`src/rtl/pll_seq_pkg.sv`:
```
// Shared types and widths for the PLL reset sequencer.
package pll_seq_pkg;

    localparam int CNT_W  = 16;
    localparam int LOSS_W = 8;

    typedef enum logic [1:0] {
        WAIT_LOCK  = 2'd0,
        QUALIFY    = 2'd1,
        RESET_HOLD = 2'd2,
        RUN        = 2'd3
    } seq_state_t;

endpackage

```
`src/rtl/sync_2ff.sv`:
```
// Two-flop synchronizer for a single asynchronous bit, cleared by an async reset.
module sync_2ff (
    input  logic clk,
    input  logic rst,
    input  logic d,
    output logic q
);

    logic meta;

    always_ff @(posedge clk or posedge rst) begin
        if (rst) begin
            meta <= 1'b0;
            q    <= 1'b0;
        end else begin
            meta <= d;
            q    <= meta;
        end
    end

endmodule

```
`src/rtl/pll_reset_sequencer.sv`:
```
// Qualifies PLL lock, holds a downstream reset for a fixed time, then releases it.
// Optional lock-loss counter is compiled in with `define PLL_LOSS_COUNT_EN.
module pll_reset_sequencer
    import pll_seq_pkg::*;
#(
    parameter int LOCK_QUAL_CYCLES  = 1024,
    parameter int RESET_HOLD_CYCLES = 16
) (
    input  logic              clock_in,
    input  logic              reset,
    input  logic              locked,
    output logic              rst_out,
    output logic              ready,
    output logic              lock_lost,
    output logic [1:0]        state,
    output logic [LOSS_W-1:0] loss_count
);

    localparam logic [CNT_W-1:0] QUAL_LAST = CNT_W'(LOCK_QUAL_CYCLES - 1);
    localparam logic [CNT_W-1:0] HOLD_LAST = CNT_W'(RESET_HOLD_CYCLES - 1);

    logic             locked_s;
    seq_state_t       state_q;
    seq_state_t       next_state;
    logic [CNT_W-1:0] cnt_q;
    logic [CNT_W-1:0] cnt_d;
    logic             lost_event;

    sync_2ff u_sync (
        .clk (clock_in),
        .rst (reset),
        .d   (locked),
        .q   (locked_s)
    );

    // Losing lock before acceptance just restarts qualification; after acceptance it is an event.
    always_comb begin
        next_state = state_q;
        cnt_d      = cnt_q;
        lost_event = 1'b0;
        case (state_q)
            WAIT_LOCK: begin
                if (locked_s) begin
                    next_state = QUALIFY;
                    cnt_d      = '0;
                end
            end
            QUALIFY: begin
                if (!locked_s) begin
                    next_state = WAIT_LOCK;
                    cnt_d      = '0;
                end else if (cnt_q == QUAL_LAST) begin
                    next_state = RESET_HOLD;
                    cnt_d      = '0;
                end else begin
                    cnt_d = cnt_q + 16'd1;
                end
            end
            RESET_HOLD: begin
                if (!locked_s) begin
                    next_state = WAIT_LOCK;
                    cnt_d      = '0;
                    lost_event = 1'b1;
                end else if (cnt_q == HOLD_LAST) begin
                    next_state = RUN;
                    cnt_d      = '0;
                end else begin
                    cnt_d = cnt_q + 16'd1;
                end
            end
            RUN: begin
                if (!locked_s) begin
                    next_state = WAIT_LOCK;
                    cnt_d      = '0;
                    lost_event = 1'b1;
                end
            end
            default: begin
                next_state = WAIT_LOCK;
                cnt_d      = '0;
            end
        endcase
    end

    // Outputs are registered from the next state so they change on the same edge as the state.
    always_ff @(posedge clock_in or posedge reset) begin
        if (reset) begin
            state_q   <= WAIT_LOCK;
            cnt_q     <= '0;
            rst_out   <= 1'b1;
            ready     <= 1'b0;
            lock_lost <= 1'b0;
        end else begin
            state_q   <= next_state;
            cnt_q     <= cnt_d;
            rst_out   <= (next_state != RUN);
            ready     <= (next_state == RUN);
            lock_lost <= lost_event;
        end
    end

    assign state = state_q;

`ifdef PLL_LOSS_COUNT_EN
    logic [LOSS_W-1:0] loss_q;

    always_ff @(posedge clock_in or posedge reset) begin
        if (reset) begin
            loss_q <= '0;
        end else if (lost_event && (loss_q != {LOSS_W{1'b1}})) begin
            loss_q <= loss_q + 8'd1;
        end
    end

    assign loss_count = loss_q;
`else
    assign loss_count = '0;
`endif

endmodule

```
`config.mk`:
```
export PLATFORM = sky130hd
export DESIGN_NAME = pll_reset_sequencer
export DESIGN_NICKNAME = d
export VERILOG_FILES = /design/src/rtl/pll_seq_pkg.sv /design/src/rtl/sync_2ff.sv /design/src/rtl/pll_reset_sequencer.sv
export SDC_FILE = /design/constraint.sdc
export NUM_CORES = 1
export LEC_CHECK = 0
export CAP_MARGIN = 10
export CELL_PAD_IN_SITES_DETAIL_PLACEMENT = 0
export CELL_PAD_IN_SITES_GLOBAL_PLACEMENT = 2
export CORE_MARGIN = 5
export CORE_UTILIZATION = 26
export CTS_CLUSTER_SIZE = 14
export DETAILED_ROUTE_END_ITERATION = 16
export HOLD_SLACK_MARGIN = 0.08
export PLACE_DENSITY_LB_ADDON = 0.1
export SYNTH_ARGS = -nofsm -noshare
export SYNTH_HDL_FRONTEND = slang
export SYNTH_HIERARCHICAL = 1
export SYNTH_SLANG_ARGS = --single-unit
export TNS_END_PERCENT = 30
```
`constraint.sdc`:
```
create_clock -name clock_in -period 2.4 [get_ports clock_in]
set_clock_uncertainty 0.1 [all_clocks]
set_input_delay 0.48 -clock clock_in [delete_from_list [all_inputs] [get_ports clock_in]]
set_output_delay 0.48 -clock clock_in [all_outputs]
set_load 0.01 [all_outputs]
```
==> flow_metrics.py <==
metrics = {
    "setup_path": {
        "critPathKind": "reg2reg",
        "end_kind": "register",
        "cp_max_fo": 7,
        "cp.required_ns": 2.46,
        "worstSetupStartpointType": "register",
        "crit_arrival_ns": 2.27,
    },
    "floorplan": {
        "io_pins": 16,
        "fp.dieArea_sq_um": 6990,
        "chipWidth_um": 83.6,
        "floorplan.core_area_sq_um": 5170,
        "rows": 26,
        "fp.dieH_um": 83.6,
        "start_util_pct": 27.2,
    },
    "detailed_routing": {
        "drcViolationCount": 0,
        "detailroute.via_count": 1156,
        "detailedRoute.firstIterationViolations": 61,
        "number_of_vias_per_cell": 4.82,
        "post_drt_wl_per_cell_um": 14.6,
        "totalWireLength_um": 3490,
        "antenna_violating_nets_post_route": 0,
        "dr.pass1.iters": 4,
    },
    "grt": {
        "grt_usage_pct": 10.7,
        "number_of_global_route_vias_before_repair": 1180,
        "grt_pass1_wl_um": 6090,
        "grt_antenna_before_repair": 0,
        "grt_max_degree": 17,
        "overflow": 0,
    },
    "sta": {
        "timing.final.max_slew_violations": 0,
        "timing.final.crit_share_pct": 92.2,
        "final_setup_violating_endpoints": 0,
        "timing.final.crit_period_ns": 2.21,
        "final_critical_path_setup_slack_ns": 0.186,
        "rsz0062_at_grt": "false",
        "timing.final.hold_violations": 0,
        "maximum_achievable_frequency_mhz": 452,
        "worst-slew-pin-transition_ns": 0.533,
        "finalSetupTns_ns": 0,
        "timing.max_slew.rel_slack_pct": 64.2,
    },
    "synth": {
        "syn_area_per_cell_sq_um": 9.27,
        "post-synth-top-area-fraction_pct": 39.1,
        "synth_cells": 152,
        "synth.cell_area_sq_um": 1410,
        "ys_top_cells_by_area": "dfrtp_1 (39%), ha_1 (5.3%), buf_4 (4.3%)",
        "synthTopCellsByCount": "dfrtp_1 (22), nor2_1 (13), nor3_1 (11), nand2_1 (9), nand3_1 (9)",
        "synth_edf_count": 0,
        "synth.largest_area_cell": "dfrtp_1",
        "synth.most_common_cell": "dfrtp_1",
        "synth_top_flop_cell": "dfrtp_1",
        "register_bit_count_reported_by_yosys": 23,
        "ys_warn_count": 6,
        "yosysUniqueCellTypes": 47,
        "synthArstFlopShare_pct": 100,
        "yosysSeqAreaShare_pct": 40.9,
    },
    "finish": {
        "finish.utilization_pct": 31.8,
        "post_route_cells_drive_above_1_share_pct": 14.7,
        "nNetsFinal": 180,
        "final-instance-count-excl-fill": 240,
        "layout-area-overhead-vs-synth_pct": 16.9,
        "seq_area_sq_um": 577,
        "fillerInstances": 546,
        "antenna-diode-count": 0,
        "multiInputGateArea_sq_um": 738,
    },
    "clock_tree": {
        "clk_path_buf_depth": 2,
        "cts-hold-fix-buffers": 0,
        "clk-insertion-delay-late_ns": 0.27,
        "tritoncts.num_buffers": 3,
        "cts_root_buf": "clkbuf_8",
        "tritoncts": "done",
        "cts_resized": 0,
        "tritoncts_num_sinks": 23,
        "h-tree-depth": 1,
        "post_cts_setup_inserts": 0,
        "clk_transition_reported_paths_ns": 0.09,
    },
    "hold_path": {
        "class_of_the_most_critical_hold_timing_path": "reg2reg",
    },
    "power_and_ir_drop": {
        "ir_drop_mv": 0.209,
        "powerDensity_nw_per_um2": 564,
        "leakage_nw": 0.689,
    },
    "status": {
        "outcome": "finished clean",
    },
    "placed_design": {
        "port-buffer-count": 7,
        "routabilityCongestion": 0.783,
        "placedCellCount": 236,
        "place.detailed.hpwl_um": 2740,
        "place_ws_ns": 0.207,
    },
    "run": {
        "maxCapViolCount": 0,
    },
}
worst max-delay path, stage by stage (launching register included):
cell and delay [ns]:
dfrtp_1 0.38, or4_4 0.56, nor4_2 0.29, a2bb2oi_2 0.31
buf_4 0.19, o21ai_2 0.05, a22o_1 0.22
flip-flops by register name, summed over array words and instances, names as in the netlist:
| signal | flops |
|---|---|
| cnt_q | 16 |
| rst_out | 1 |
| u_sync/meta | 1 |
| lock_lost | 1 |
| state | 2 |
| u_sync/q | 1 |
| ready | 1 |
cell type report:
class | count | share of cell area [%]
Clock buffer | 3 | 2.51
Clock inverter | 1 | 0.304
Inverter | 6 | 1.37
Multi-Input combinational cell | 116 | 44.8
Sequential cell | 23 | 35.0
Tap cell | 70 | 5.32
Timing Repair Buffer | 21 | 10.6
per-stage QoR:
stage                     hold WS, ns  total power [mW]  cell area [sq um]
after CTS                       0.266             0.949               1650
after detailed placement        0.243             0.693               1600
final                           0.260             0.929               1650
after floorplan                 0.121             0.621               1440
after global placement          0.237             0.695               1600
after global routing            0.274             0.997               1650
worst paths after layout:
check / startpoint / end / slack [ns] / cells after the start
min: u_sync/meta$_DFF_PP0_ / u_sync/q$_DFF_PP0_ / 0.26 / 0
max in group asynchronous: reset / cnt_q[4]$_DFFE_PP0P_ / 1.25 / 3
min reg2reg: u_sync/meta$_DFF_PP0_ / u_sync/q$_DFF_PP0_ / 0.26 / 0
min in group asynchronous: reset / u_sync/q$_DFF_PP0_ / 0.27 / 2
max: cnt_q[10]$_DFFE_PP0P_ / cnt_q[8]$_DFFE_PP0P_ / 0.19 / 6
max reg2reg: cnt_q[10]$_DFFE_PP0P_ / cnt_q[8]$_DFFE_PP0P_ / 0.19 / 6
report_power, final:
group	total, mW	internal (mW)	switching (mW)	leakage, nW
sequential	0.424	0.401	0.0230	0.312
combinational	0.260	0.100	0.160	0.352
clock	0.245	0.116	0.129	0.0255
layer usage:
metal | vias up | global-route usage [%] | wire, um
met5 | - | 0 | 0
met3 | 6 | 2.67 | 105
met4 | 0 | 2.78 | 58
met2 | 21 | 17.6 | 1650
li1 | 578 | - | -
met1 | 551 | 14.0 | 1680
layout by cell type (no fill, tap or decap), types with 2 or more instances in the layout:
master,instances
clkdlybuf4s50_1,7
a21oi_1,6
nor4_1,6
nand3_1,9
and4_1,2
o21ai_0,6
clkbuf_8,3
inv_1,6
buf_4,14
mux2i_1,2
nand3b_1,2
and3_1,3
nand4_1,3
dfrtp_1,22
a31oi_1,2
nand2_1,9
nor3_1,11
conb_1,8
and2_1,2
ha_1,6
a22o_1,5
nor2_1,13
cell families after synthesis:
group	synth area share, %
other	0.266
adder cells (fa/ha/maj)	5.33
flip-flops	40.9
buffers and inverters	8.53
XOR/XNOR	1.24
multiplexers	2.22
AND/OR/NAND/NOR	28.2
AO/OA/AOI/OAI	13.2
Note: power is estimated with default switching activity, not from simulation.
==> RTL change, RTL diff (same flow settings) <==
Build with the macro `PLL_LOSS_COUNT_EN` defined.
--- a/src/rtl/pll_reset_sequencer.sv
+++ b/src/rtl/pll_reset_sequencer.sv
@@ -2,2 +2,4 @@
 // Optional lock-loss counter is compiled in with `define PLL_LOSS_COUNT_EN.
+`define PLL_LOSS_COUNT_EN
+
 module pll_reset_sequencer
Formal check against the unedited RTL: no difference found for any inputs over 10 cycles, from zero or initial values and one cycle with reset high; that may be too few to reach the edited logic, so the function may still have changed.
==> RTL change against the unedited design <==
- synthesized area grew 14%
- sequential power rose by 31%
- wire length up 0.11%
- worst setup slack worse by 19 ps
- total power is 46% higher
- combinational power increased by 4%
- first-iteration DRC count is 46% lower
- non-clock buffer count up 4
- sequential cell count rose by 8
- global-route usage fell by 0.33 points
- cell area up 24%
- critical endpoint is now cnt_q[13]$_DFFE_PP0P_
==> RTL change: results (changes against the unedited design) <==
- Multi-input comb cells: 105 (-9.5%)
- Layout non-clock buf frac: 11.6% (+0.99 points)
- Initial drt markers: 33 (-46%)
- I/O Buffers: 15 (+8)
- Share of cells above drive strength 1: 16.9% (+2.1 points)
- Placed inst area: 0.00192 sq mm (+20%)
- R2r endpoint: cnt_q[13]$_DFFE_PP0P_
- Synth cell count leaders: 30 x dfrtp_1, 20 x nor2_1, 16 x xnor2_1, 9 x inv_1, 9 x nand4_1
- Flop pwr share: 40.8% (-4.9 points)
- Sequential cell area fraction in the yosys report: 48.3% (+7.3 points)
- CTS buffer count: 5 (+2)
- Period utilization: 93.1% (+0.81 points)
- Non-clock inverter count: 9 (+3)
- Drt wl/cell: 13.8 um (-5.0%)
- Actual slew at the worst max-slew pin: 612 ps (+79.7 ps)
- Clock H-tree levels: 2 (+1)
- Xor/xnor cell area share of the yosys netlist: 10.9% (+9.6 points)
- Placed insts: 245 (+3.8%)
- Synth cell types: 39 (-17%)
- Status: finished, final reports clean
- Final clock-cell share: 5.75% (+2.9 points)
- Clock share of power: 39.3% (+13 points)
- FF/Latch Area: 777 sq um (+35%)
- Core area: 0.00596 sq mm (+15%)
- Tot GR Track Use: 10.4% (-0.33 points)
- Max rail drop VDD: 283 uV (+35%)
- First-pass GRT wire length: 6.26 mm (+2.8%)
- Vias in the first global route: 1243 (+5.3%)
- # clk buffers: 6 (+3)
- Clk pin slew, worst setup/hold paths: 70 ps (-20 ps)
- Buffers excl. clock: 25 (+19%)
-- RTL change: how the worst min path moves through the flow --
stage | from | endpoint | slack, ps | cells after the start
2_1_floorplan | reset | u_sync/meta$_DFF_PP0_ | 120 | 1
3_3_place_gp | u_sync/meta$_DFF_PP0_ | u_sync/q$_DFF_PP0_ | 240 | 0
3_5_place_dp | u_sync/meta$_DFF_PP0_ | u_sync/q$_DFF_PP0_ | 240 | 0
4_1_cts | reset | u_sync/q$_DFF_PP0_ | 260 | 2
5_1_grt | u_sync/meta$_DFF_PP0_ | u_sync/q$_DFF_PP0_ | 270 | 0
6_report | u_sync/meta$_DFF_PP0_ | u_sync/q$_DFF_PP0_ | 250 | 0
-- RTL change: critical path: stages, from the launching register on --
cell and delay [ps]:
dfrtp_1 430, or4_4 570, nor4_4 380, o22ai_1 200, a31oi_4 220, buf_4 170, nor2_1 50
-- RTL change: metal layers --
layer,wire length [um],track usage (%)
met5,0,0
met4,38,3.71
met3,106,3.07
met2,1610,16.0
met1,1740,13.8
